**src/rtl/display_stream_fetcher_pkg.sv**
```systemverilog
// rtl/display_stream_fetcher_pkg.sv - shared types and constants for the framebuffer scan-out engine
// Contents:
//   fetch_state_e  fetch FSM encoding (IDLE=0, REQ=1)
//   WB_SEL/WB_WE/WB_DAT_O  constant Wishbone master drive values
//   slot_width()   bits per packed pixel slot in a 32-bit word
package display_stream_fetcher_pkg;

  typedef enum logic {
    ST_IDLE = 1'b0,
    ST_REQ  = 1'b1
  } fetch_state_e;

  localparam logic [3:0]  WB_SEL   = 4'b1111;
  localparam logic        WB_WE    = 1'b0;
  localparam logic [31:0] WB_DAT_O = 32'h0000_0000;

  function automatic int slot_width(input int ppw);
    return 32 / ppw;
  endfunction

endpackage

```
**src/rtl/display_stream_fetcher_word_fifo.sv**
```systemverilog
// rtl/display_stream_fetcher_word_fifo.sv - synchronous word FIFO with flush and occupancy count
// Ports:
//   clk, rst         clock, synchronous active-high reset
//   i_flush          empty the FIFO this clock (wins over push/pop)
//   i_push, i_din    write a word (ignored when full)
//   i_pop            drop the head word (ignored when empty)
//   o_dout           head word, valid while not empty
//   o_full, o_empty  status
//   o_count          number of stored words
module display_stream_fetcher_word_fifo #(
  parameter int WIDTH = 32,
  parameter int DEPTH = 16
) (
  input  logic                       clk,
  input  logic                       rst,
  input  logic                       i_flush,
  input  logic                       i_push,
  input  logic [WIDTH-1:0]           i_din,
  input  logic                       i_pop,
  output logic [WIDTH-1:0]           o_dout,
  output logic                       o_full,
  output logic                       o_empty,
  output logic [$clog2(DEPTH):0]     o_count
);

  localparam int AW = $clog2(DEPTH);
  localparam logic [AW:0] FULL_CNT = (AW+1)'(DEPTH);

  logic [WIDTH-1:0] r_mem [DEPTH];
  logic [AW-1:0]    r_wr_ptr;
  logic [AW-1:0]    r_rd_ptr;
  logic [AW:0]      r_count;

  logic w_do_push;
  logic w_do_pop;

  assign o_full    = (r_count == FULL_CNT);
  assign o_empty   = (r_count == '0);
  assign o_count   = r_count;
  assign o_dout    = r_mem[r_rd_ptr];
  assign w_do_push = i_push && !o_full && !i_flush;
  assign w_do_pop  = i_pop && !o_empty && !i_flush;

  // Storage is left unreset so it can map onto RAM; pointers guard validity.
  always_ff @(posedge clk) begin
    if (w_do_push) begin
      r_mem[r_wr_ptr] <= i_din;
    end
  end

  always_ff @(posedge clk) begin
    if (rst || i_flush) begin
      r_wr_ptr <= '0;
      r_rd_ptr <= '0;
      r_count  <= '0;
    end else begin
      if (w_do_push) begin
        r_wr_ptr <= r_wr_ptr + AW'(1);
      end
      if (w_do_pop) begin
        r_rd_ptr <= r_rd_ptr + AW'(1);
      end
      case ({w_do_push, w_do_pop})
        2'b10:   r_count <= r_count + (AW+1)'(1);
        2'b01:   r_count <= r_count - (AW+1)'(1);
        default: r_count <= r_count;
      endcase
    end
  end

endmodule

```
**src/rtl/display_stream_fetcher.sv**
```systemverilog
// rtl/display_stream_fetcher.sv - Wishbone framebuffer prefetcher and per-pixel unpacker
// Ports:
//   clk, rst              clock, synchronous active-high reset
//   gc_*_o / gc_*_i       read-only Wishbone master (single outstanding access)
//   monitor_base_address  framebuffer byte base, captured on frame
//   frame                 start-of-frame pulse: restarts fetch, flushes FIFO, clears flags
//   pixel_en, visible     pixel-rate strobe and active-area qualifier
//   color                 registered pixel, valid the clock after a qualifying pixel_en
//   underflow             sticky: visible pixel requested with FIFO empty
//   bus_error             sticky: gc_err_i terminated an access this frame
module display_stream_fetcher
  import display_stream_fetcher_pkg::*;
#(
  parameter int COLOR_W      = 3,
  parameter int PIX_PER_WORD = 4,
  parameter int FIFO_DEPTH   = 16,
  parameter int H_RES        = 640,
  parameter int V_RES        = 480
) (
  input  logic               clk,
  input  logic               rst,
  output logic [31:0]        gc_dat_o,
  output logic [31:0]        gc_adr_o,
  output logic               gc_cyc_o,
  output logic               gc_stb_o,
  output logic [3:0]         gc_sel_o,
  output logic               gc_we_o,
  input  logic [31:0]        gc_dat_i,
  input  logic               gc_ack_i,
  input  logic               gc_err_i,
  input  logic [31:0]        monitor_base_address,
  input  logic               frame,
  input  logic               pixel_en,
  input  logic               visible,
  output logic [COLOR_W-1:0] color,
  output logic               underflow,
  output logic               bus_error
);

  localparam int SLOT_W      = slot_width(PIX_PER_WORD);
  localparam int FRAME_WORDS = H_RES * V_RES / PIX_PER_WORD;
  localparam int K_W         = (PIX_PER_WORD > 1) ? $clog2(PIX_PER_WORD) : 1;
  localparam int CNT_W       = $clog2(FIFO_DEPTH) + 1;
  localparam logic [K_W-1:0] K_LAST = K_W'(PIX_PER_WORD - 1);

  fetch_state_e r_state;
  fetch_state_e w_state_nxt;

  logic [31:0]        r_base;
  logic [31:0]        r_word_idx;
  logic [31:0]        r_words_left;
  logic [31:0]        r_adr;
  logic [K_W-1:0]     r_k;
  logic [COLOR_W-1:0] r_color;
  logic               r_underflow;
  logic               r_bus_error;

  logic               w_issue;
  logic               w_resp;
  logic               w_push;
  logic [31:0]        w_push_data;
  logic               w_pop;
  logic [31:0]        w_head;
  logic [31:0]        w_shifted;
  logic               w_fifo_full;
  logic               w_fifo_empty;
  logic [CNT_W-1:0]   w_fifo_count;

  assign gc_dat_o  = WB_DAT_O;
  assign gc_sel_o  = WB_SEL;
  assign gc_we_o   = WB_WE;
  assign gc_adr_o  = r_adr;
  assign gc_cyc_o  = (r_state == ST_REQ);
  assign gc_stb_o  = (r_state == ST_REQ);
  assign color     = r_color;
  assign underflow = r_underflow;
  assign bus_error = r_bus_error;

  // A response coinciding with frame belongs to the old frame and is dropped.
  assign w_resp      = (r_state == ST_REQ) && (gc_ack_i || gc_err_i);
  assign w_push      = w_resp && !frame;
  assign w_push_data = gc_err_i ? 32'h0 : gc_dat_i;

  assign w_pop     = pixel_en && visible && !frame && !w_fifo_empty && (r_k == K_LAST);
  assign w_shifted = w_head >> (SLOT_W * r_k);

  display_stream_fetcher_word_fifo #(
    .WIDTH (32),
    .DEPTH (FIFO_DEPTH)
  ) u_fifo (
    .clk     (clk),
    .rst     (rst),
    .i_flush (frame),
    .i_push  (w_push),
    .i_din   (w_push_data),
    .i_pop   (w_pop),
    .o_dout  (w_head),
    .o_full  (w_fifo_full),
    .o_empty (w_fifo_empty),
    .o_count (w_fifo_count)
  );

  // Only one access is ever outstanding and it is issued only when a slot is
  // free; pops can only add room, so the in-flight word always fits.
  always_comb begin
    w_state_nxt = r_state;
    w_issue     = 1'b0;
    case (r_state)
      ST_IDLE: begin
        if ((r_words_left != 32'd0) && !w_fifo_full) begin
          w_state_nxt = ST_REQ;
          w_issue     = 1'b1;
        end
      end
      ST_REQ: begin
        if (w_resp) begin
          w_state_nxt = ST_IDLE;
        end
      end
      default: w_state_nxt = ST_IDLE;
    endcase
    if (frame) begin
      w_state_nxt = ST_IDLE;
      w_issue     = 1'b0;
    end
  end

  always_ff @(posedge clk) begin
    if (rst) begin
      r_state <= ST_IDLE;
    end else begin
      r_state <= w_state_nxt;
    end
  end

  always_ff @(posedge clk) begin
    if (rst) begin
      r_base       <= 32'h0;
      r_word_idx   <= 32'h0;
      r_words_left <= 32'h0;
      r_adr        <= 32'h0;
    end else if (frame) begin
      r_base       <= monitor_base_address;
      r_word_idx   <= 32'h0;
      r_words_left <= 32'(FRAME_WORDS);
    end else begin
      if (w_issue) begin
        r_adr <= r_base + {r_word_idx[29:0], 2'b00};
      end
      if (w_push) begin
        r_word_idx   <= r_word_idx + 32'd1;
        r_words_left <= r_words_left - 32'd1;
      end
    end
  end

  always_ff @(posedge clk) begin
    if (rst) begin
      r_color     <= '0;
      r_k         <= '0;
      r_underflow <= 1'b0;
      r_bus_error <= 1'b0;
    end else if (frame) begin
      r_color     <= '0;
      r_k         <= '0;
      r_underflow <= 1'b0;
      r_bus_error <= 1'b0;
    end else begin
      if (w_resp && gc_err_i) begin
        r_bus_error <= 1'b1;
      end
      if (pixel_en) begin
        if (!visible) begin
          r_color <= '0;
        end else if (w_fifo_empty) begin
          // Starved: blank the pixel and keep the slot index where it was.
          r_color     <= '0;
          r_underflow <= 1'b1;
        end else begin
          r_color <= w_shifted[COLOR_W-1:0];
          r_k     <= (r_k == K_LAST) ? '0 : r_k + K_W'(1);
        end
      end
    end
  end

  a_fifo_count_bound: assert property (@(posedge clk) disable iff (rst)
    (w_fifo_count <= CNT_W'(FIFO_DEPTH)));

endmodule

```
**config.mk**
```make
export PLATFORM = sky130hd
export DESIGN_NAME = display_stream_fetcher
export DESIGN_NICKNAME = d
export VERILOG_FILES = /design/src/rtl/display_stream_fetcher_pkg.sv /design/src/rtl/display_stream_fetcher_word_fifo.sv /design/src/rtl/display_stream_fetcher.sv
export SDC_FILE = /design/constraint.sdc
export NUM_CORES = 1
export LEC_CHECK = 0
export BUFFER_PORTS_ARGS = -buffer_cell sky130_fd_sc_hd__buf_2
export CORE_AREA = 10 10 248 250
export DETAILED_ROUTE_END_ITERATION = 16
export DIE_AREA = 0 0 258 260
export MAX_ROUTING_LAYER = met4
export PLACE_DENSITY = 0.67
export SYNTH_ARGS = -nofsm -noshare
export SYNTH_HDL_FRONTEND = slang
export SYNTH_HIERARCHICAL = 1
export SYNTH_SLANG_ARGS = --single-unit
```
**constraint.sdc**
```tcl
create_clock -name clk -period 4.8 [get_ports clk]
set_input_delay 0.24 -clock clk [delete_from_list [all_inputs] [get_ports clk]]
set_output_delay 0.24 -clock clk [all_outputs]
set_load 0.01 [all_outputs]
```
==> impl_metrics.toml <==
[min_path]
hold_path.class = "input pin to flip-flop"

[place]
portBuffers = 89
gp_congestion = 0.824
hpwl_um = 24100

[setup_path]
critical_path_class = "flip-flop to flip-flop"
worst_ep_required_time_ns = 5.25
cp_max_fo = 12
endpoint_kind = "flip-flop"
worst_ep_arrival_time_ns = 4.06
critPathLaunchType = "flip-flop"

[clock_network]
cts.sinks = 343
path_clk_slew_ns = 0.06
post-cts-setup-buffers = 0
root_buffer = "clkbuf_16"
cts_tree = "done"
htreeDepth = 2
cts_hold_buf = 33
clkLatencyLatePin_ns = 0.54
cts_buffers = 37
cts_buffer_depth = 3
post_cts_resized = 0

[sta]
fmax_mhz = 277
clock_skew_ns = 0.0177
slew_headroom_pct = 17.1
hold_viol = 0
period_needed_ns = 3.61
tightest_slew_ns = 1.24
slew_viol_final = 0
timing.setup.tns_ns = 0
timing.final.crit_share_pct = 75.1
rsz0062_at_grt = "no"
setup-violations-final = 0

[routing]
vias = 10040
initialDrtViolationCount = 894
drc = 0
drtPass1Iterations = 5
wirelength_um = 34900
via_per_inst = 4.64
post_drt_wl_per_cell_um = 16.1
antenna_left = 0

[floorplanning]
ioPinCount = 147
core-area_um2 = 56300
chipWidth_um = 258
num_rows = 87
die_h_um = 260
start_util_pct = 28.1
die-area_um2 = 67100

[layout]
area_growth_pct = 15.8
drive_gt1_share_pct = 17.7
fin_util_pct = 32.5
finalNetCount = 1490

[global_route]
grt_max_degree = 57
overflow = 0
grt_pass1_vias = 9995
grt_pass1_wl_um = 55300
gr-usage-all-layers_pct = 10.4
grt_antenna_before_repair = 1

[synthesis]
ys.warnings.count = 6
syn_inst = 1276
syn_avg_cell_area_um2 = 12.4
synth_area_um2 = 15800

[pwr]
power.density_nw_per_um2 = 344
p_leak_nw = 6.43
ir_drop_uv = 199

[run_status]
status = "complete, no violations"

[job]
drv_cap = 0
[layer usage]
metal,share of wire (%),GRT usage (%),up-vias
li1,-,-,4816
met3,6.8,2.49,31
met2,47,16.7,273
met5,0,-,-
met4,1.2,2.14,0
met1,45,13.2,4920
[worst max-delay path: stages, from the launching register on]
cell      delay (ns)
dfxtp_1         0.60
o21ai_2         0.24
nor2_1          0.39
nand2b_1        0.20
a21oi_1         0.46
inv_1           0.09
ha_1            0.37
xor2_1          0.20
ha_1            0.23
o21a_1          0.20
or4_1           0.39
a21oi_1         0.14
[registers in the layout, summed over array words and instances, names as in the netlist, named ones only]
register         count
r_words_left        32
u_fifo/r_wr_ptr      4
u_fifo/r_mem       192
gc_cyc_o             1
u_fifo/r_rd_ptr      4
bus_error            1
underflow            1
color                3
r_k                  2
gc_adr_o            32
r_base              32
u_fifo/o_count       5
r_word_idx          30
[per-stage QoR]
stage                     std cells  hold slack [ns]  area [um^2]  total power, mW  worst slack (ns)
after floorplan                1311            0.387        15900             3.46              1.46
after global placement         2062            0.438        16800             3.52              1.20
after detailed placement       2062            0.440        16800             3.53              1.21
after CTS                      2161           0.0107        18300             6.36              1.22
after global routing           2162           0.0748        18300             6.53             0.787
final                          2163           0.0311        18300             6.30              1.19
[worst paths after layout]
kind / startpoint / to / slack, ns / cells after the start
min reg2reg: gc_adr_o[15] / gc_adr_o[15] / 0.44 / 2
max reg2reg: gc_cyc_o / u_fifo/o_count[2] / 1.19 / 11
min: pixel_en / underflow / 0.03 / 3
max: gc_cyc_o / u_fifo/o_count[2] / 1.19 / 11
[layout make-up]
cell class	count	area, um^2
Antenna cell	2	5.00
Clock buffer	49	1010
Clock inverter	17	183
Fill cell	5537	38000
Inverter	21	78.8
Multi-Input combinational cell	831	6320
Sequential cell	343	8790
Tap cell	756	946
Timing Repair Buffer	144	953
[where the power goes]
group | leakage (nW) | internal (mW) | switching, mW | total, mW
Combinational | 2.96 | 0.120 | 0.205 | 0.325
Sequential | 2.89 | 3.14 | 0.0299 | 3.17
Clock | 0.582 | 1.65 | 1.15 | 2.81
Total | 6.43 | 4.91 | 1.39 | 6.30
[cells in the final DEF (no fill, tap or decap), types with 5 or more instances in the layout]
cell type / instances
dlygate4sd3_1: 33
o21a_1: 14
nand2_2: 7
mux4_2: 45
nor2b_1: 21
nor2_1: 158
and3_1: 11
or3_1: 11
nand3b_1: 8
a211oi_1: 9
clkinv_2: 5
xnor2_1: 34
a21oi_2: 7
xor2_1: 39
nor3_2: 5
nand3_1: 36
ha_1: 40
conb_1: 37
a21oi_1: 55
nor3_1: 25
nand2b_1: 7
a31oi_1: 7
clkbuf_1: 8
dfxtp_1: 149
buf_2: 89
mux2i_1: 38
edfxtp_1: 192
o21ai_0: 18
o211ai_1: 8
a21o_1: 13
nor4_1: 13
buf_4: 21
nand4_1: 10
nand2_1: 72
clkbuf_16: 37
mux4_1: 18
inv_1: 21
(Power assumes the default switching activity.)
